<file path="config.mk">
export PLATFORM = sky130hd
export DESIGN_NAME = ifu_prefetch_q
export DESIGN_NICKNAME = d
export VERILOG_FILES = /design/src/rtl/ifu_prefetch_q_pkg.sv /design/src/rtl/ifu_prefetch_fifo.sv /design/src/rtl/ifu_prefetch_q.sv
export SDC_FILE = /design/constraint.sdc
export NUM_CORES = 1
export LEC_CHECK = 0
export ABC_CLOCK_PERIOD_IN_PS = 11700
export CAP_MARGIN = 30
export CORE_MARGIN = 10
export CORE_UTILIZATION = 40
export DETAILED_ROUTE_END_ITERATION = 8
export PLACE_DENSITY_LB_ADDON = 0.15
export RECOVER_POWER = 50
export SETUP_SLACK_MARGIN = 0.15
export SKIP_CTS_REPAIR_TIMING = 1
export SLEW_MARGIN = 20
export SYNTH_ARGS = -nofsm -noshare
export SYNTH_HDL_FRONTEND = slang
export SYNTH_SLANG_ARGS = --single-unit
</file>
<file path="constraint.sdc">
create_clock -name clk -period 11.7 [get_ports clk]
set_clock_uncertainty 0.15 [all_clocks]
set_input_delay 2.34 -clock clk [delete_from_list [all_inputs] [get_ports clk]]
set_output_delay 2.34 -clock clk [all_outputs]
set_load 0.005 [all_outputs]
</file>
<file path="src/rtl/ifu_prefetch_q_pkg.sv">
// rtl/ifu_prefetch_q_pkg.sv - shared types and queue entry layout for the IFU prefetch queue
package ifu_prefetch_q_pkg;

  typedef enum logic [1:0] {
    IFQ_RUN  = 2'd0,
    IFQ_HALT = 2'd1,
    IFQ_STOP = 2'd2
  } ifq_state_e;

  // Queue entry is packed as {misalgn, buserr, pc, ir} with ir in the low bits.
  function automatic int ifq_entry_w(input int pc_w, input int instr_w);
    return instr_w + pc_w + 2;
  endfunction

endpackage

</file>
<file path="src/rtl/ifu_prefetch_fifo.sv">
// rtl/ifu_prefetch_fifo.sv - synchronous FIFO with clear, used for the instruction queue and PC tags
module ifu_prefetch_fifo #(
  parameter int WIDTH = 8,
  parameter int DEPTH = 4
) (
  input  logic                       clk,
  input  logic                       rst,
  input  logic                       i_clr,
  input  logic                       i_push,
  input  logic [WIDTH-1:0]           i_din,
  input  logic                       i_pop,
  output logic [WIDTH-1:0]           o_dout,
  output logic [$clog2(DEPTH+1)-1:0] o_count,
  output logic                       o_full,
  output logic                       o_empty
);

  localparam int CNT_W = $clog2(DEPTH+1);
  localparam int PTR_W = (DEPTH > 1) ? $clog2(DEPTH) : 1;

  logic [WIDTH-1:0] r_mem [DEPTH];
  logic [PTR_W-1:0] r_rd;
  logic [PTR_W-1:0] r_wr;
  logic [CNT_W-1:0] r_cnt;
  logic [PTR_W-1:0] w_wr_addr;

  function automatic logic [PTR_W-1:0] f_nxt(input logic [PTR_W-1:0] p);
    return (p == PTR_W'(DEPTH-1)) ? '0 : p + PTR_W'(1);
  endfunction

  // A push coinciding with clear lands in slot 0 so it survives the clear.
  assign w_wr_addr = i_clr ? '0 : r_wr;

  always_ff @(posedge clk) begin
    if (rst) begin
      r_rd  <= '0;
      r_wr  <= '0;
      r_cnt <= '0;
    end else if (i_clr) begin
      r_rd  <= '0;
      r_wr  <= i_push ? f_nxt('0) : '0;
      r_cnt <= i_push ? CNT_W'(1) : '0;
    end else begin
      if (i_push) r_wr <= f_nxt(r_wr);
      if (i_pop)  r_rd <= f_nxt(r_rd);
      r_cnt <= r_cnt + CNT_W'(i_push) - CNT_W'(i_pop);
    end
  end

  always_ff @(posedge clk) begin
    if (i_push) r_mem[w_wr_addr] <= i_din;
  end

  assign o_dout  = r_mem[r_rd];
  assign o_count = r_cnt;
  assign o_full  = (r_cnt == CNT_W'(DEPTH));
  assign o_empty = (r_cnt == '0);

endmodule

</file>
<file path="src/rtl/ifu_prefetch_q.sv">
// rtl/ifu_prefetch_q.sv - IFU prefetch engine: bounded outstanding fetches feeding an instruction queue
module ifu_prefetch_q
  import ifu_prefetch_q_pkg::*;
#(
  parameter int PC_W    = 32,
  parameter int INSTR_W = 32,
  parameter int OUTS    = 2,
  parameter int DEPTH   = 4
) (
  input  logic               clk,
  input  logic               rst,
  input  logic [PC_W-1:0]    pc_rtvec,
  output logic               ifu_req_valid,
  input  logic               ifu_req_ready,
  output logic [PC_W-1:0]    ifu_req_pc,
  output logic               ifu_req_seq,
  input  logic               ifu_rsp_valid,
  output logic               ifu_rsp_ready,
  input  logic               ifu_rsp_err,
  input  logic [INSTR_W-1:0] ifu_rsp_instr,
  output logic               ifu_o_valid,
  input  logic               ifu_o_ready,
  output logic [INSTR_W-1:0] ifu_o_ir,
  output logic [PC_W-1:0]    ifu_o_pc,
  output logic               ifu_o_buserr,
  output logic               ifu_o_misalgn,
  input  logic               pipe_flush_req,
  input  logic [PC_W-1:0]    pipe_flush_pc,
  output logic               pipe_flush_ack,
  input  logic               ifu_halt_req,
  output logic               ifu_halt_ack
);

  localparam int OW = $clog2(OUTS+1);
  localparam int QW = $clog2(DEPTH+1);
  localparam int EW = ifq_entry_w(PC_W, INSTR_W);
  localparam int SW = ((OW > QW) ? OW : QW) + 1;

  ifq_state_e      r_state;
  ifq_state_e      w_state_nxt;
  logic [PC_W-1:0] r_pc;
  logic            r_first;
  logic            r_pend;
  logic [OW-1:0]   r_discard;

  logic [OW-1:0]   w_inflight;
  logic [OW-1:0]   w_inflight_acc;
  logic [OW-1:0]   w_live;
  logic            w_tag_full;
  logic            w_tag_empty;
  logic [PC_W-1:0] w_tag_pc;
  logic [QW-1:0]   w_q_count;
  logic            w_q_full;
  logic            w_q_empty;
  logic [EW-1:0]   w_q_din;
  logic [EW-1:0]   w_q_dout;
  logic            w_q_push;
  logic            w_q_pop;
  logic            w_req_hs;
  logic            w_rsp_acc;
  logic            w_rsp_keep;
  logic            w_misalgn;
  logic            w_issue_ok;
  logic            w_pend_nxt;

  assign w_misalgn      = (pipe_flush_pc[1:0] != 2'b00);
  assign w_req_hs       = ifu_req_valid & ifu_req_ready;
  // A response with nothing in flight is a leftover from before reset and is ignored.
  assign w_rsp_acc      = ifu_rsp_valid & !w_tag_empty;
  assign w_rsp_keep     = w_rsp_acc & (r_discard == '0);
  assign w_live         = w_inflight - r_discard;
  assign w_inflight_acc = w_inflight + OW'(w_req_hs) - OW'(w_rsp_acc);
  assign w_pend_nxt     = ifu_req_valid & !ifu_req_ready;
  assign w_issue_ok     = (r_state == IFQ_RUN) & !ifu_halt_req & !w_tag_full & !w_q_full &
                          ((SW'(w_live) + SW'(w_q_count)) < SW'(DEPTH));

  always_ff @(posedge clk) begin
    if (rst) r_state <= IFQ_RUN;
    else     r_state <= w_state_nxt;
  end

  always_comb begin
    w_state_nxt = r_state;
    if (pipe_flush_req) begin
      if (w_misalgn)         w_state_nxt = IFQ_STOP;
      else if (ifu_halt_req) w_state_nxt = IFQ_HALT;
      else                   w_state_nxt = IFQ_RUN;
    end else begin
      case (r_state)
        IFQ_RUN: begin
          if (w_rsp_keep & ifu_rsp_err)        w_state_nxt = IFQ_STOP;
          else if (ifu_halt_req & !w_pend_nxt) w_state_nxt = IFQ_HALT;
        end
        IFQ_HALT: begin
          if (w_rsp_keep & ifu_rsp_err) w_state_nxt = IFQ_STOP;
          else if (!ifu_halt_req)       w_state_nxt = IFQ_RUN;
        end
        default: w_state_nxt = r_state;
      endcase
    end
  end

  // A request already presented stays up until accepted, even if halt arrives meanwhile.
  always_comb begin
    ifu_req_valid = !rst & (r_pend | w_issue_ok);
    ifu_halt_ack  = !rst & (r_state == IFQ_HALT) & w_tag_empty;
  end

  always_ff @(posedge clk) begin
    if (rst) begin
      r_pc      <= pc_rtvec;
      r_first   <= 1'b1;
      r_pend    <= 1'b0;
      r_discard <= '0;
    end else if (pipe_flush_req) begin
      r_pc      <= {pipe_flush_pc[PC_W-1:2], 2'b00};
      r_first   <= 1'b1;
      r_pend    <= 1'b0;
      r_discard <= w_inflight_acc;
    end else begin
      if (w_req_hs) begin
        r_pc    <= r_pc + PC_W'(4);
        r_first <= 1'b0;
      end
      r_pend <= w_pend_nxt;
      if (w_rsp_acc && (r_discard != '0)) r_discard <= r_discard - OW'(1);
    end
  end

  assign w_q_push = pipe_flush_req ? w_misalgn : w_rsp_keep;
  assign w_q_pop  = ifu_o_valid & ifu_o_ready & !pipe_flush_req;
  assign w_q_din  = pipe_flush_req ? {1'b1, 1'b0, pipe_flush_pc, {INSTR_W{1'b0}}}
                                   : {1'b0, ifu_rsp_err, w_tag_pc, ifu_rsp_instr};

  ifu_prefetch_fifo #(.WIDTH(PC_W), .DEPTH(OUTS)) u_tag_fifo (
    .clk     (clk),
    .rst     (rst),
    .i_clr   (1'b0),
    .i_push  (w_req_hs),
    .i_din   (r_pc),
    .i_pop   (w_rsp_acc),
    .o_dout  (w_tag_pc),
    .o_count (w_inflight),
    .o_full  (w_tag_full),
    .o_empty (w_tag_empty)
  );

  ifu_prefetch_fifo #(.WIDTH(EW), .DEPTH(DEPTH)) u_instr_fifo (
    .clk     (clk),
    .rst     (rst),
    .i_clr   (pipe_flush_req),
    .i_push  (w_q_push),
    .i_din   (w_q_din),
    .i_pop   (w_q_pop),
    .o_dout  (w_q_dout),
    .o_count (w_q_count),
    .o_full  (w_q_full),
    .o_empty (w_q_empty)
  );

  assign ifu_o_valid    = !w_q_empty;
  assign ifu_o_ir       = w_q_dout[INSTR_W-1:0] & {INSTR_W{ifu_o_valid}};
  assign ifu_o_pc       = w_q_dout[INSTR_W +: PC_W] & {PC_W{ifu_o_valid}};
  assign ifu_o_buserr   = w_q_dout[INSTR_W+PC_W] & ifu_o_valid;
  assign ifu_o_misalgn  = w_q_dout[EW-1] & ifu_o_valid;
  assign ifu_req_pc     = rst ? '0 : r_pc;
  assign ifu_req_seq    = !rst & !r_first;
  assign ifu_rsp_ready  = 1'b1;
  assign pipe_flush_ack = pipe_flush_req;

endmodule

</file>
==> metrics.txt, run 1 <==
overall die area a little under 0.05 mm²; final setup fails 0; number of antenna repair diodes 0; type of element capturing the critical path output port; Global Route met2 Usage 0.250; number of nets in the layout ~1300; Post-DRT Antenna Nets 0; aggregate global routing overflow 0; delay of the slowest cell on the worst path ~1800 ps; unrepaired setup endpoints after global routing no; final critical delay including setup and external delays around 7400 ps; number of rows in the core area 73; largest net degree at the start of global routing between 100 and 150; CTS root buffer clkbuf_16; share of final-layout standard cells stronger than drive strength 1 0.132; final count of hold timing violations 0; compound-cell area share of the yosys netlist 0.0363; Clk Latency, worst-skew pair between 500 and 600 ps; proportion of synthesized area in mux cells 0.117; Area growth syn-to-layout 24.7%; arrival time of data at the critical path endpoint 4870 ps; path class of the lowest-slack min-delay path reg -> reg; number of pins with negative max-slew slack in the final report approximately 200; violations in the final reports max-capacitance violations, max-slew violations; GP Congestion between 0.7 and 0.8; Yosys warning count 0; VDD IR max about 0.000095 V; post-synthesis area per instance roughly 16 µm²; Initial Utilization 0.405; kind of start point of the critical path input port; Post-Synth Adder-Cell Area 0.00899; source of the worst register-to-register timing path u_tag_fifo.o_count[1]$_SDFF_PP0_; H-tree lvl count 2; GR met1 Demand/Resource 0.208; highest fanout seen on the critical path 58; vias in the first global route between 9000 and 10000; remaining routing DRC violations 0; cell depth of the worst hold path 2; met3 track utilization from global routing 0.0384; number of optimization iterations in the first detailed-route pass 7; placed inst area ~0.019 mm²; detailed placement HPWL roughly 25000 µm; setup total negative slack 0 ps; min setup slack post-route between 4000 and 5000 ps; CP Depth 4; number of buffer and inverter instances along the worst setup path 2; clock sink total 380; origin of the worst setup path rst; outcome finished with violations; combined area of all synthesized cells approximately 0.016 mm²; fmax roughly 140 MHz; main combinational cell family by area after synthesis multiplexers; power per unit of standard cell area 171 mW/mm²; wire per inst approximately 22 µm; combined global-route utilization of all metal layers 0.156; final period utilization 0.629; first-pass GRT wire length around 60000 µm; via-per-instance ratio a little over 5; I/O pins between 200 and 250; Top delay family on crit path buffers and inverters; vias post-DR 9147; worst r2r path cells 5; TritonCTS Buffers 42; antenna violations before repair 1; placeable core area roughly 0.040 mm²; buffer levels on the longest clock path 3; required time of the worst setup path a little over 9000 ps; asr flop ratio synth 0; clock tree from TritonCTS yes; origin of the worst min-delay path u_instr_fifo.r_rd[1]$_SDFFE_PP0P_; count of cell types in the netlist 50; detailed router's first-iteration violation count 560; Final Instance Area around 0.020 mm²; DIE WIDTH 221 µm; xor/xnor share of the synthesized area 0.0174; Main synth FF type edfxtp_1; simple-gate share of the synthesized area 0.107; standby leakage power approximately 6.6 nW; Post-synth EDFFs 360; max-capacitance violation count 5; class of the most critical setup path in -> out; port bufs between 200 and 250; Yosys reg bits 380; overall die height about 220 µm; commonest non-fill, non-tap cells in the layout edfxtp_1, clkdlybuf4s50_1, nor2b_1, and2_1, mux4_2; layer with the highest usage met2; Syn Inst Count 1000; routed wire length between 30000 and 40000 µm; worst rel slew slack -0.696; Seq/Total Area, Yosys 0.694; worst slack at placement around 5300 ps; clock transition at the registers of the reported paths around 50 ps; worst path cell trace clkbuf_1, nand2b_1, nor4_1, clkdlybuf4s50_1; cell with the biggest individual delay on the critical path clkbuf_1; most common cell after layout, fill and taps aside edfxtp_1; Mapped Nets around 1100; transition time of the tightest slew-check pin 2540 ps; share of the core filled with cells in the final layout 0.506
logic make-up after synthesis:
logic type,Yosys count
DFF,380
and+or+nand+nor,307
muxes,104
AOI/OAI and AO/OA,92
buffers and inverters,73
xor gates and xnor gates,32
adders and majority gates,11
other,1
per-stage QoR:
step	power, mW	instances	hold slack (ps)
CTS	3.50	1764	324
detailed placement	2.22	1689	315
floorplan	1.96	1000	273
global placement	2.21	1685	306
finish	3.45	1764	324
global route	3.60	1764	356
worst reg2reg max path, stage by stage, from the launching register on:
cell,delay [ps]
dfxtp_1,440
o21a_1,310
nand2_1,220
nor2_1,160
and3_1,1420
buf_4,670
synth_stat cells, types with 6 or more instances:
master,n,share of area
edfxtp_1,360,0.67
nor2b_1,92,0.036
and2_1,71,0.028
mux4_2,66,0.092
nor2_1,43,0.010
nand2_1,41,0.0095
clkbuf_1,40,0.0093
o21ai_0,26,0.0081
dfxtp_1,20,0.025
a21oi_1,19,0.0059
mux2_2,19,0.013
mux2i_1,19,0.012
xor2_1,17,0.0092
xnor2_1,15,0.0081
nand3_1,14,0.0043
inv_1,13,0.0030
a211oi_1,12,0.0056
buf_2,11,0.0034
ha_1,10,0.0077
a22oi_1,8,0.0037
and3_1,8,0.0031
nand4_1,8,0.0031
buf_1,7,0.0016
nor3_1,7,0.0022
nor3b_1,6,0.0028
o31ai_1,6,0.0028
worst paths after layout:
| check | slack [ps] | to |
|---|---|---|
| worst max-delay path | 4340 | ifu_halt_ack |
| worst min-delay path | 320 | flip-flop |
| worst max register to register | 7950 | u_instr_fifo.r_mem[3][6]$_DFFE_PP_ |
| worst min register to register | 320 | flip-flop |
power by group:
part	switching (mW)	leakage (nW)	internal [mW]
registers	0.0545	3.52	1.60
logic	0.249	2.40	0.272
clock network	0.510	0.652	0.758
total	0.814	6.57	2.63
final cells by class:
class	instances	area, µm²
Clock buffer	49	1100
Fill cell	3429	19700
Clock inverter	26	228
Tap cell	525	657
Timing Repair Buffer	224	2220
Inverter	13	48.8
Sequential cell	380	11200
Multi-Input combinational cell	547	4660
registers in the layout, indices dropped and copies added (netlist names), 2 cells and up, named ones only:
signal                count
u_instr_fifo.r_mem      264
u_tag_fifo.r_mem         64
r_pc                     32
u_instr_fifo.o_count      3
r_discard                 2
r_state                   2
u_instr_fifo.r_rd         2
u_instr_fifo.r_wr         2
u_tag_fifo.o_count        2
routing by layer:
metal	share of wire	wire [µm]
met1	0.44	17300
met2	0.47	18400
met3	0.064	2480
met4	0.018	682
met5	0.00033	13
No activity file was read; power rests on OpenSTA's default activity.
==> run 2, diff against run 1 <==
--- a/config.mk
+++ b/config.mk
@@ -5,7 +5,7 @@
 export SDC_FILE = /design/constraint.sdc
 export NUM_CORES = 1
 export LEC_CHECK = 0
-export ABC_CLOCK_PERIOD_IN_PS = 11700
+export ABC_CLOCK_PERIOD_IN_PS = 6900
 export CAP_MARGIN = 30
 export CORE_MARGIN = 10
 export CORE_UTILIZATION = 40
==> constraint.sdc (replaced) <==
create_clock -name clk -period 6.9 [get_ports clk]
set_clock_uncertainty 0.15 [all_clocks]
set_input_delay 1.38 -clock clk [delete_from_list [all_inputs] [get_ports clk]]
set_output_delay 1.38 -clock clk [all_outputs]
set_load 0.005 [all_outputs]
==> metrics.txt, run 2 (synthesis results as in run 1) <==
outcome finished with violations (unchanged); violations in the final reports max-capacitance violations, max-slew violations (unchanged); critical register-to-register path endpoint u_instr_fifo.r_mem[1][54]$_DFFE_PP_ (was u_instr_fifo.r_mem[3][6]$_DFFE_PP_); remaining routing DRC violations 0 (unchanged); setup total negative slack 0 ps (unchanged); share of the core filled with cells in the final layout 0.506 (about the same); vias post-DR 9124 (was 9147); CTS root buffer clkbuf_16 (unchanged); overall die area 0.0488 mm² (unchanged); share of final-layout standard cells stronger than drive strength 1 0.135 (was 0.132); unrepaired setup endpoints after global routing no (unchanged); clock tree from TritonCTS yes (unchanged); commonest non-fill, non-tap cells in the layout edfxtp_1, clkdlybuf4s50_1, nor2b_1, and2_1, mux4_2 (unchanged); TritonCTS Buffers 41 (was 42); antenna violations before repair 3 (was 1); worst path cell trace clkbuf_1, clkbuf_1, o21ai_0 (was clkbuf_1, nand2b_1, nor4_1, clkdlybuf4s50_1); overall die height 221 µm (unchanged); I/O pins 208 (unchanged); internal power consumption 4.43 mW (was 2.63 mW); largest register by flop count u_instr_fifo.r_mem (unchanged); combinational share of power 0.150 (was 0.151); first-pass GRT wire length 59900 µm (was 60100 µm); max-capacitance violation count 4 (was 5); most common cell after layout, fill and taps aside edfxtp_1 (unchanged); highest fanout seen on the critical path 45 (was 58); number of optimization iterations in the first detailed-route pass 4 (was 7); overall power of the completed layout 5.78 mW (was 3.45 mW); number of antenna repair diodes 0 (unchanged); type of element capturing the critical path flip-flop (was output port); routed wire length 38700 µm (was 38900 µm); Post-DRT Antenna Nets 0 (unchanged); final setup fails 0 (unchanged); Area growth syn-to-layout 24.8% (was 24.7%); min setup slack post-route 1630 ps (was 4340 ps); class of the most critical setup path in -> reg (was in -> out); power per unit of standard cell area 287 mW/mm² (was 171 mW/mm²); H-tree lvl count 2 (unchanged); source of the worst register-to-register timing path u_tag_fifo.o_count[1]$_SDFF_PP0_ (unchanged); final critical delay including setup and external delays 5270 ps; path class of the lowest-slack min-delay path reg -> reg (unchanged); worst slack at placement 2250 ps (was 5260 ps); vias in the first global route 9712 (was 9714); worst rel slew slack -0.591 (was -0.696); portion of total power attributed to sequential cells 0.488 (was 0.481); cell with the biggest individual delay on the critical path clkbuf_1 (unchanged); buffer levels on the longest clock path 3 (unchanged); final count of hold timing violations 0 (unchanged); GP Congestion 0.756 (was 0.754); kind of start point of the critical path input port (unchanged); number of rows in the core area 73 (unchanged); clock transition at the registers of the reported paths 60 ps (was 50 ps); worst r2r path cells 4 (was 5); Clk Latency, worst-skew pair 520 ps (was 530 ps); DIE WIDTH 221 µm (unchanged); arrival time of data at the critical path endpoint 5210 ps (was 4870 ps); VDD IR max 0.000178 V (was 0.0000951 V); count of fill cells added during filler insertion 3429 (unchanged); delay of the slowest cell on the worst path 1770 ps (was 1760 ps); origin of the worst min-delay path u_instr_fifo.r_rd[1]$_SDFFE_PP0P_ (unchanged); fraction of power spent switching nets 0.234 (was 0.236); detailed router's first-iteration violation count 531 (was 560); largest net degree at the start of global routing 83 (was 132); clock power share 0.362 (was 0.368); final period utilization 0.764; required time of the worst setup path 6840 ps (was 9210 ps); internal reg-to-reg setup slack 3390 ps (was 7950 ps); transition time of the tightest slew-check pin 2390 ps (was 2540 ps); number of nets in the layout 1324 (was 1323); aggregate global routing overflow 0 (unchanged); port bufs 206 (unchanged); largest registers u_instr_fifo.r_mem: 264 flops, u_tag_fifo.r_mem: 64 flops, r_pc: 32 flops (unchanged); max reg flops 264 (unchanged); clock sink total 380 (unchanged); placeable core area 0.0398 mm² (unchanged); cell repeated most along the worst path clkbuf_1; cell depth of the worst hold path 2 (unchanged); switching power 1.35 mW (was 0.814 mW); via-per-instance ratio 5.17 (was 5.19); combined global-route utilization of all metal layers 0.155 (was 0.156); number of pins with negative max-slew slack in the final report 144 (was 195); detailed placement HPWL 25100 µm (was 24600 µm); Initial Utilization 0.405 (unchanged); standby leakage power 6.57 nW (about the same); wire per inst 21.9 µm (was 22.0 µm); fmax approximately 190 MHz
-- run 2: layout make-up --
class	count	area, µm²	share of cell area
sequential	380	11200	0.557
clock inverter	19	169	0.00838
tap	525	657	0.0326
clock buffer	55	1120	0.0556
multi-input combinational	547	4680	0.232
inverter	13	48.8	0.00242
timing repair buffer	226	2260	0.112
-- run 2: layer usage --
metal / global-route usage / vias up / routed length [µm]
met2: 0.256 / 250 / 18700
met4: 0.0361 / 6 / 623
met5: 0 / - / 42
met3: 0.0398 / 51 / 2230
met1: 0.201 / 4572 / 17100
li1: - / 4245 / -
-- run 2: metrics by stage --
step / std cells / hold WS [ps] / area, µm²
floorplan: 1000 / 273 / 16200
global placement: 1686 / 315 / 18800
detailed placement: 1691 / 333 / 18900
CTS: 1765 / 342 / 20200
global route: 1765 / 355 / 20200
finish: 1765 / 335 / 20200
-- run 2: worst max-delay path by stage --
stage	startpoint	endpoint	slack, ps	cells past startpoint
after global placement	ifu_halt_req	ifu_req_valid	2330	5
after global routing	pipe_flush_req	u_instr_fifo.r_mem[3][35]$_DFFE_PP_	1130	3
after detailed placement	ifu_halt_req	ifu_req_valid	2250	5
after floorplan	pipe_flush_req	u_instr_fifo.r_mem[1][0]$_DFFE_PP_	610	4
after CTS	ifu_halt_req	ifu_req_valid	2250	5
final	pipe_flush_req	u_instr_fifo.r_mem[0][35]$_DFFE_PP_	1630	3
-- run 2: power by group through the flow --
stage / combinational, mW / sequential (mW) / clock [mW]
2_1_floorplan: 0.505 / 2.82 / 0
3_3_place_gp: 0.884 / 2.87 / 0
3_5_place_dp: 0.898 / 2.87 / 0
4_1_cts: 0.903 / 2.82 / 2.15
5_1_grt: 0.966 / 2.84 / 2.24
6_report: 0.868 / 2.82 / 2.10
-- run 2: worst max-delay path: cells and delay by family --
kind / cells / cell delay (ps)
AO/OA/AOI/OAI: 1 / 650
buffers and inverters: 2 / 3110
==> run 3, diff against run 2 <==
--- a/config.mk
+++ b/config.mk
@@ -5,7 +5,7 @@
 export SDC_FILE = /design/constraint.sdc
 export NUM_CORES = 1
 export LEC_CHECK = 0
-export ABC_CLOCK_PERIOD_IN_PS = 6900
+export ABC_CLOCK_PERIOD_IN_PS = 4750
 export CAP_MARGIN = 30
 export CORE_MARGIN = 10
 export CORE_UTILIZATION = 40
==> constraint.sdc (replaced) <==
create_clock -name clk -period 4.75 [get_ports clk]
set_clock_uncertainty 0.15 [all_clocks]
set_input_delay 0.95 -clock clk [delete_from_list [all_inputs] [get_ports clk]]
set_output_delay 0.95 -clock clk [all_outputs]
set_load 0.005 [all_outputs]
==> metrics.txt, run 3 (synthesis results as in run 1) <==
Final Instance Area 0.0200 mm² (was 0.0202 mm²); max-capacitance violation count 5 (was 4); number of optimization iterations in the first detailed-route pass 5 (was 4); standby leakage power 6.51 nW (was 6.57 nW); combined global-route utilization of all metal layers 0.153 (was 0.155); Clk Latency, worst-skew pair 520 ps (about the same); source of the worst register-to-register timing path u_tag_fifo.o_count[0]$_SDFF_PP0_ (was u_tag_fifo.o_count[1]$_SDFF_PP0_); critical path capture point r_pc[25]$_DFFE_PP_ (was u_instr_fifo.r_mem[0][35]$_DFFE_PP_); Area growth syn-to-layout 24.1% (was 24.8%); number of nets in the layout 1326 (was 1324); buffer levels on the longest clock path 3 (unchanged); internal reg-to-reg setup slack 1380 ps (was 3390 ps); number of pins with negative max-slew slack in the final report 182 (was 144); setup total negative slack 0 ps (unchanged); detailed router's first-iteration violation count 624 (was 531); fmax between 200 and 300 MHz; arrival time of data at the critical path endpoint 4050 ps (was 5210 ps); CTS root buffer clkbuf_16 (unchanged); aggregate global routing overflow 0 (unchanged); transition time of the tightest slew-check pin 1810 ps (was 2390 ps); wire per inst 21.8 µm (was 21.9 µm); clock transition at the registers of the reported paths 60 ps (about the same); detailed placement HPWL 24900 µm (was 25100 µm); required time of the worst setup path 4830 ps (was 6840 ps); overall die height 221 µm (unchanged); routed wire length 38400 µm (was 38700 µm); origin of the worst setup path pipe_flush_req (unchanged); worst r2r path cells 15 (was 4); max reg flops 264 (unchanged); violations in the final reports max-capacitance violations, max-slew violations (unchanged); worst rel slew slack -0.206 (was -0.591); Post-DRT Antenna Nets 0 (unchanged); kind of start point of the critical path input port (unchanged); GP Congestion 0.787 (was 0.756); path class of the lowest-slack min-delay path reg -> reg (unchanged); Initial Utilization 0.405 (unchanged); antenna violations before repair 1 (was 3); VDD IR max 0.000209 V (was 0.000178 V); final count of hold timing violations 0 (unchanged); number of antenna repair diodes 0 (unchanged); Worst Hold Slack 301 ps (was 335 ps); overall die area 0.0488 mm² (unchanged); sum of met3 wire segment lengths after detailed routing 2130 µm (was 2230 µm); class of the most critical setup path in -> reg (unchanged); placeable core area 0.0398 mm² (unchanged); share of final-layout standard cells stronger than drive strength 1 0.125 (was 0.135); critical register-to-register path endpoint r_discard[1]$_SDFFE_PP0P_ (was u_instr_fifo.r_mem[1][54]$_DFFE_PP_); DIE WIDTH 221 µm (unchanged); share of the core filled with cells in the final layout 0.503 (was 0.506); power per unit of standard cell area 411 mW/mm² (was 287 mW/mm²); number of rows in the core area 73 (unchanged); H-tree lvl count 2 (unchanged); largest net degree at the start of global routing 67 (was 83); vias post-DR 8980 (was 9124); top metal layer carrying routed signals met5 (unchanged); vias in the first global route 9498 (was 9712); first-pass GRT wire length 58700 µm (was 59900 µm); type of element capturing the critical path flip-flop (unchanged); I/O pins 208 (unchanged); outcome finished with violations (unchanged); placed inst area 0.0189 mm² (about the same); detailed-routing wirelength on met1 17300 µm (was 17100 µm); largest registers u_instr_fifo.r_mem: 264 flops, u_tag_fifo.r_mem: 64 flops, r_pc: 32 flops (unchanged); highest fanout seen on the critical path 38 (was 45); final critical delay including setup and external delays between 3000 and 4000 ps; largest register by flop count u_instr_fifo.r_mem (unchanged); final period utilization 0.835; final setup fails 0 (unchanged); TritonCTS Buffers 40 (was 41); clock sink total 380 (unchanged); commonest non-fill, non-tap cells in the layout edfxtp_1, clkdlybuf4s50_1, nor2b_1, and2_1, mux4_2 (unchanged); remaining routing DRC violations 0 (unchanged); port bufs 206 (unchanged); unrepaired setup endpoints after global routing no (unchanged); via-per-instance ratio 5.09 (was 5.17); most common cell after layout, fill and taps aside edfxtp_1 (unchanged); clock tree from TritonCTS yes (unchanged); Met2 Wirelength 18400 µm (was 18700 µm)
==> run 3: changes by cell type in the layout (fill, tap and decap cells not counted), moves of 2 or more <==
cell | previous run | this run
clkbuf_16 | 43 | 41
mux2_2 | 15 | 7
buf_4 | 10 | 14
mux2_1 | 4 | 12
clkinv_1 | 6 | 8
buf_16 | 2 | 0
==> run 3: final cells by class <==
type,instances,area (µm²)
Multi-Input combinational cell,547,4680
Sequential cell,380,11200
Clock inverter,17,125
Timing Repair Buffer,229,2240
Fill cell,3451,19800
Tap cell,525,657
Clock buffer,53,1070
Inverter,13,48.8
==> run 3: worst min-delay path by stage <==
stage / depth (start not counted) / slack, ps / start / to
floorplan: 2 / 270 / r_first$_SDFFE_PP1P_ / r_first$_SDFFE_PP1P_
detailed placement: 2 / 300 / r_first$_SDFFE_PP1P_ / r_first$_SDFFE_PP1P_
CTS: 2 / 310 / r_first$_SDFFE_PP1P_ / r_first$_SDFFE_PP1P_
finish: 2 / 300 / r_first$_SDFFE_PP1P_ / r_first$_SDFFE_PP1P_
global placement: 2 / 310 / r_first$_SDFFE_PP1P_ / r_first$_SDFFE_PP1P_
global route: 2 / 360 / r_first$_SDFFE_PP1P_ / r_first$_SDFFE_PP1P_
==> run 3: per-stage QoR <==
stage | total power [mW] | worst slack, ps | cells
after floorplan | 4.83 | 419 | 1000
after CTS | 8.38 | 739 | 1764
final | 8.23 | 782 | 1764
after global placement | 5.45 | 1000 | 1693
after detailed placement | 5.49 | 977 | 1694
after global routing | 8.60 | 498 | 1764
==> run 3: power breakdown <==
group | total, mW | switching [mW] | internal (mW) | leakage, nW
clock | 2.87 | 1.19 | 1.69 | 0.588
sequential | 4.09 | 0.147 | 3.95 | 3.52
combinational | 1.26 | 0.594 | 0.670 | 2.41
==> run 3: per-layer routing <==
layer	global-route usage	vias to the layer above
met5	0	-
met4	0.0291	2
met3	0.0361	45
met2	0.250	222
met1	0.205	4479
li1	-	4232
==> run 3: worst max-delay path: stages <==
cell,delay (ps)
buf_4,350
clkbuf_1,1350
nor2_1,110
clkbuf_1,410
inv_1,630
o21ai_0,200
==> RTL edit 1, RTL diff (settings of run 3) <==
`PC_W`: 32 -> 64.
--- a/src/rtl/ifu_prefetch_q.sv
+++ b/src/rtl/ifu_prefetch_q.sv
@@ -3,5 +3,5 @@
   import ifu_prefetch_q_pkg::*;
 #(
-  parameter int PC_W    = 32,
+  parameter int PC_W    = 64,
   parameter int INSTR_W = 32,
   parameter int OUTS    = 2,
Interface: changed (resized ifu_o_pc, ifu_req_pc, pc_rtvec and pipe_flush_pc); port bits go from 208 to 336. No check against the original RTL was run, so the function may have changed too.
==> RTL edit 1 against run 3 <==
The run still ends with max-capacitance violations, max-slew violations left; synthesized area is 59% higher; power is 69% higher; non-clock buffer count grew 136; cell area increased by 61%; maximum frequency fell by 2.6%; combinational power grew 79%; sequential cell count up 224; worst setup slack got worse by 0.11 ns; cell count grew 64%; routed wire length is 84% higher; synthesized cell count grew 66%; first-iteration DRC count increased by 88%; largest power group unchanged.
==> RTL edit 1: results (changes against run 3) <==
----------------------------------------------------
[Drt]
  Iter 0 DRT Violations ... 1,175 (+88%)
  Routed via count ... 15,390 (+71%)
  Detail-routed net length per standard cell ... 24.53 µm (+13%)

[Synth]
  Seq/Total Area, Yosys ... 69.75% (+0.32 points)
  Most used standard cells in the synthesized netlist ... 584 x sky130_fd_sc_hd__edfxtp_1, 144 x sky130_fd_sc_hd__nor2_1, 102 x sky130_fd_sc_hd__and2_1, 98 x sky130_fd_sc_hd__mux4_2, 92 x sky130_fd_sc_hd__nor2b_1
  Number of different library cells in the post-synthesis netlist ... 50 (unchanged)
  Top cells by area, synth ... sky130_fd_sc_hd__edfxtp_1 68%, sky130_fd_sc_hd__mux4_2 8.6%, sky130_fd_sc_hd__mux2i_1 2.5%
  Net count after synthesis ... 1,839 (+65%)
  Number of flops mapped to enable cells by yosys ... 584 (+62%)
  Most used DFF post-synth ... sky130_fd_sc_hd__edfxtp_1

[GRT]
  Met2 routing resource usage after global routing ... 30.71% (+5.7 points)
  Total routing usage reported by global routing ... 18.68% (+3.4 points)
  Pin count of the biggest net entering global routing ... 121 (+81%)
  Number of antenna violations at the first check in global routing ... 6 (+5)
  Global-route wire length before repair ... 105,100 µm (+79%)
  Via count of the first global-routing pass ... 16,070 (+69%)
  Met3 routing resource usage after global routing ... 3.616% (+0.0038 points)
  Global-route track usage on met1 ... 24.86% (+4.4 points)

[Place]
  Worst slack at placement ... 0.8223 ns (-0.1551 ns)
  Buffers on Ports ... 334 (+62%)
  Final HPWL DP ... 45,480 µm (+83%)

[Power]
  Leak ... 10.35 nW (+59%)
  Internal power ... 0.01053 W (+67%)
  Worst-case vdd ir drop ... 0.0002246 V (+7.3%)

[Worst setup path]
  Delay of the slowest cell on the worst path ... 0.91 ns (-0.44 ns)
  Critical path fanouts, max ... 45 (+18%)
  Arr. time, crit path ... 2.97 ns (-1.08 ns)

[Run status]
  Violations in the final reports ... max-capacitance violations, max-slew violations
  Run status ... complete, but fails checks

[Cells and area]
  Post-layout nets ... 2,174 (+64%)
  Share of post-route cells with drive strength above 1 ... 11.29% (-1.2 points)

[CTS]
  Clock latency of the later-clocked register in the worst-skew pair ... 0.59 ns (+0.07 ns)
  TritonCTS buffer count ... 66 (+65%)
  H-tree level count ... 3 (+1)

[STA]
  Tightest Pin Transition ... 1.974 ns (+0.1650 ns)
  Number of max-slew violations in the final report ... 240 (+32%)

[Flow run]
  Count of max-cap constraint violations ... 5 (unchanged)

----------------------------------------------------
RTL edit 1: metrics by stage:
step	cells	setup TNS [ns]
after global placement	2772	0
after global routing	2886	0
after floorplan	1660	-29.47
after CTS	2883	0
after detailed placement	2773	0
final	2886	0
RTL edit 1: cell type report:
class,instances,area (µm²)
clock buffer,79,1764
antenna,3,7.507
inverter,23,87.58
timing repair buffer,365,3714
tap,846,1059
fill,5401,31070
clock inverter,31,324.1
sequential,604,17950
multi-input combinational,935,7340
RTL edit 1: worst paths after layout:
| path | from | endpoint | slack (ns) | cells after the start |
|---|---|---|---|---|
| worst max register to register | u_tag_fifo.o_count[1] | u_instr_fifo.r_mem[3][47] | 1.27 | 5 |
| worst min-delay path | u_instr_fifo.r_rd[1] | flip-flop | 0.33 | 2 |
| worst max-delay path | rst | ifu_req_valid | 0.68 | 4 |
| worst min register to register | u_instr_fifo.r_rd[1] | flip-flop | 0.33 | 2 |
RTL edit 1: logic make-up after synthesis:
family,synth area share [%]
buf+inv,1.849
mux,11.16
other cells,0.01458
simple gates,10.44
xor+xnor,2.043
flops,69.75
compound gates,4.184
fa+ha+maj,0.5644
RTL edit 1: routing by layer:
| metal | up-vias | wire length (µm) |
|---|---|---|
| met4 | 4 | 1262 |
| met2 | 439 | 34700 |
| met3 | 87 | 3983 |
| li1 | 6971 | - |
| met5 | - | 29 |
| met1 | 7892 | 30840 |
RTL edit 1: critical path: cells and delay by family:
family	cells	cell delay, ns
simple gates	1	0.24
buf+inv	3	1.76
RTL edit 1: power by group through the flow:
stage	Clock (W)	Combinational, W	Sequential [W]
floorplan	0	0.00122	0.00658
CTS	0.00514	0.00232	0.00660
finish	0.00502	0.00226	0.00660
detailed placement	0	0.00231	0.00671
global placement	0	0.00220	0.00676
global route	0.00537	0.00246	0.00664
==> RTL edit 2, RTL diff (settings of run 3) <==
Made on the original files. Reset style: asynchronous (`rst`), changed in 2 clocked blocks.
--- a/src/rtl/ifu_prefetch_fifo.sv
+++ b/src/rtl/ifu_prefetch_fifo.sv
@@ -32,5 +32,5 @@
   assign w_wr_addr = i_clr ? '0 : r_wr;
 
-  always_ff @(posedge clk) begin
+  always_ff @(posedge clk or posedge rst) begin
     if (rst) begin
       r_rd  <= '0;
--- a/src/rtl/ifu_prefetch_q.sv
+++ b/src/rtl/ifu_prefetch_q.sv
@@ -75,5 +75,5 @@
                           ((SW'(w_live) + SW'(w_q_count)) < SW'(DEPTH));
 
-  always_ff @(posedge clk) begin
+  always_ff @(posedge clk or posedge rst) begin
     if (rst) r_state <= IFQ_RUN;
     else     r_state <= w_state_nxt;
Formal check against the unedited RTL: differs if rst is asserted again (counterexample within 4 cycles, from zero or initial values and one cycle with rst high); with rst held inactive, the same outputs for 4 cycles.
==> RTL edit 2 against run 3 <==
The flow still finishes with violations (max-capacitance violations, max-slew violations); sequential power is 5.6% higher; maximum frequency is 0.20% lower; worst setup slack lost 0.0078 ns; routed wire length down 3.7%; synthesized cell count rose by 0.20%; combinational power rose by 87%; die area decreased by 0.14%; synthesized area shrank 0.16%; cell area is 0.42% higher; clock power increased by 5%; power up 18%; sequential cell count is 3 lower; critical path type is now input port to output port; highest routed layer unchanged.
==> RTL edit 2: results (changes against run 3) <==
----------------------------------------------------
[Drt]
  Met2 routed WL ... 16,750 µm (-9.1%)
  Routed via count ... 8,930 (-0.56%)
  WL met1 ... 17,250 µm (-0.39%)
  Final wirelength ... 36,980 µm (-3.7%)
  Iter 0 DRT Violations ... 439 (-30%)

[Place]
  Worst slack at placement ... 1.054 ns (+0.07662 ns)
  Final HPWL DP ... 24,210 µm (-2.7%)
  Post-Place Cells ... 1,698 (+0.24%)
  Gp weighted congestion ... 0.7579 (-3.7%)
  Placed standard-cell area ... 0.01890 mm² (-0.17%)

[Cells and area]
  Clock Buffer Count ... 58 (+9.4%)
  Number of non-clock inverters ... 14 (+1)
  Layout overhead on the synthesized area ... 24.80%
  Post-route insts no fill ... 1,766 (+0.11%)
  Multi-input gate share of the layout cell area ... 23.08% (-0.26 points)
  Post-layout nets ... 1,328 (+0.15%)
  Data buffer area share ... 11.30% (+0.13 points)
  Share of post-route cells with drive strength above 1 ... 13.54% (+1.0 points)
  Number of multi-input combinational cells in the layout ... 553 (+1.1%)

[STA]
  Tightest Pin Transition ... 1.665 ns (-0.1439 ns)
  Number of max-slew violations in the final report ... 55 (-70%)

[GRT]
  Global-route track usage on met1 ... 21.29% (+0.84 points)
  Met2 routing resource usage after global routing ... 23.38% (-1.6 points)
  Met3 routing resource usage after global routing ... 3.400% (-0.21 points)
  Number of antenna violations at the first check in global routing ... 2 (+1)
  Total routing usage reported by global routing ... 15.19% (-0.089 points)
  Global-route wire length before repair ... 56,810 µm (-3.1%)
  Via count of the first global-routing pass ... 9,462 (-0.38%)

[Synth]
  Number of different library cells in the post-synthesis netlist ... 54 (+8.0%)
  Average instance area after synthesis ... 16.09 µm² (-0.36%)
  Seq/Total Area, Yosys ... 69.57% (+0.14 points)
  Number of flip-flops and latches in the synthesized netlist ... 377 (-0.79%)
  Async set-or-reset flop fraction in the synthesized netlist ... 3.448% (+3.4 points)

[Power]
  P_clk ... 0.00301 W (+5%)
  Clock group share of total power ... 31.1% (-3.8 points)
  Switch share ... 25.53% (+2.1 points)
  Leak ... 6.636 nW (+1.9%)
  Logic pwr share ... 24.3% (+8.9 points)
  Worst-case vdd ir drop ... 0.0002189 V (+4.6%)

[Flow run]
  Count of max-cap constraint violations ... 1 (-4)

[Run status]
  Violations in the final reports ... max-capacitance violations, max-slew violations
  Run status ... complete, but fails checks

[Min path]
  Cells on Worst Hold Path ... 1 (-1)

[Worst setup path]
  Startpoint of the worst register-to-register path ... u_tag_fifo.o_count[0]
  Worst reg-to-reg setup slack ... 1.48 ns (+0.10 ns)
  Delay of the slowest cell on the worst path ... 0.78 ns (-0.57 ns)

----------------------------------------------------
-- RTL edit 2: how the worst max path moves through the flow --
stage / start / endpoint / slack (ns) / depth (start not counted)
floorplan: pipe_flush_req / u_instr_fifo.r_mem[0][0] / 0.56 / 3
global placement: rst / ifu_req_pc[7] / 1.10 / 4
detailed placement: rst / ifu_req_pc[15] / 1.05 / 4
CTS: u_instr_fifo.r_rd[0] / ifu_o_pc[12] / 0.65 / 4
global route: pipe_flush_req / r_pc[12] / 0.45 / 5
finish: pipe_flush_req / pipe_flush_ack / 0.77 / 3
-- RTL edit 2: kinds of logic (layout without fill, tap and decap cells) --
kind of cell / after synthesis / in the layout / synth area share, %
flip-flops: 377 / 377 / 69.57
AND/OR/NAND/NOR: 321 / 321 / 11.25
AO/OA/AOI/OAI: 96 / 96 / 3.764
multiplexers: 93 / 93 / 11.00
buffers and inverters: 72 / 311 / 1.855
XOR/XNOR: 33 / 33 / 1.793
adder cells (fa/ha/maj): 9 / 9 / 0.7451
other: 1 / 1 / 0.02326
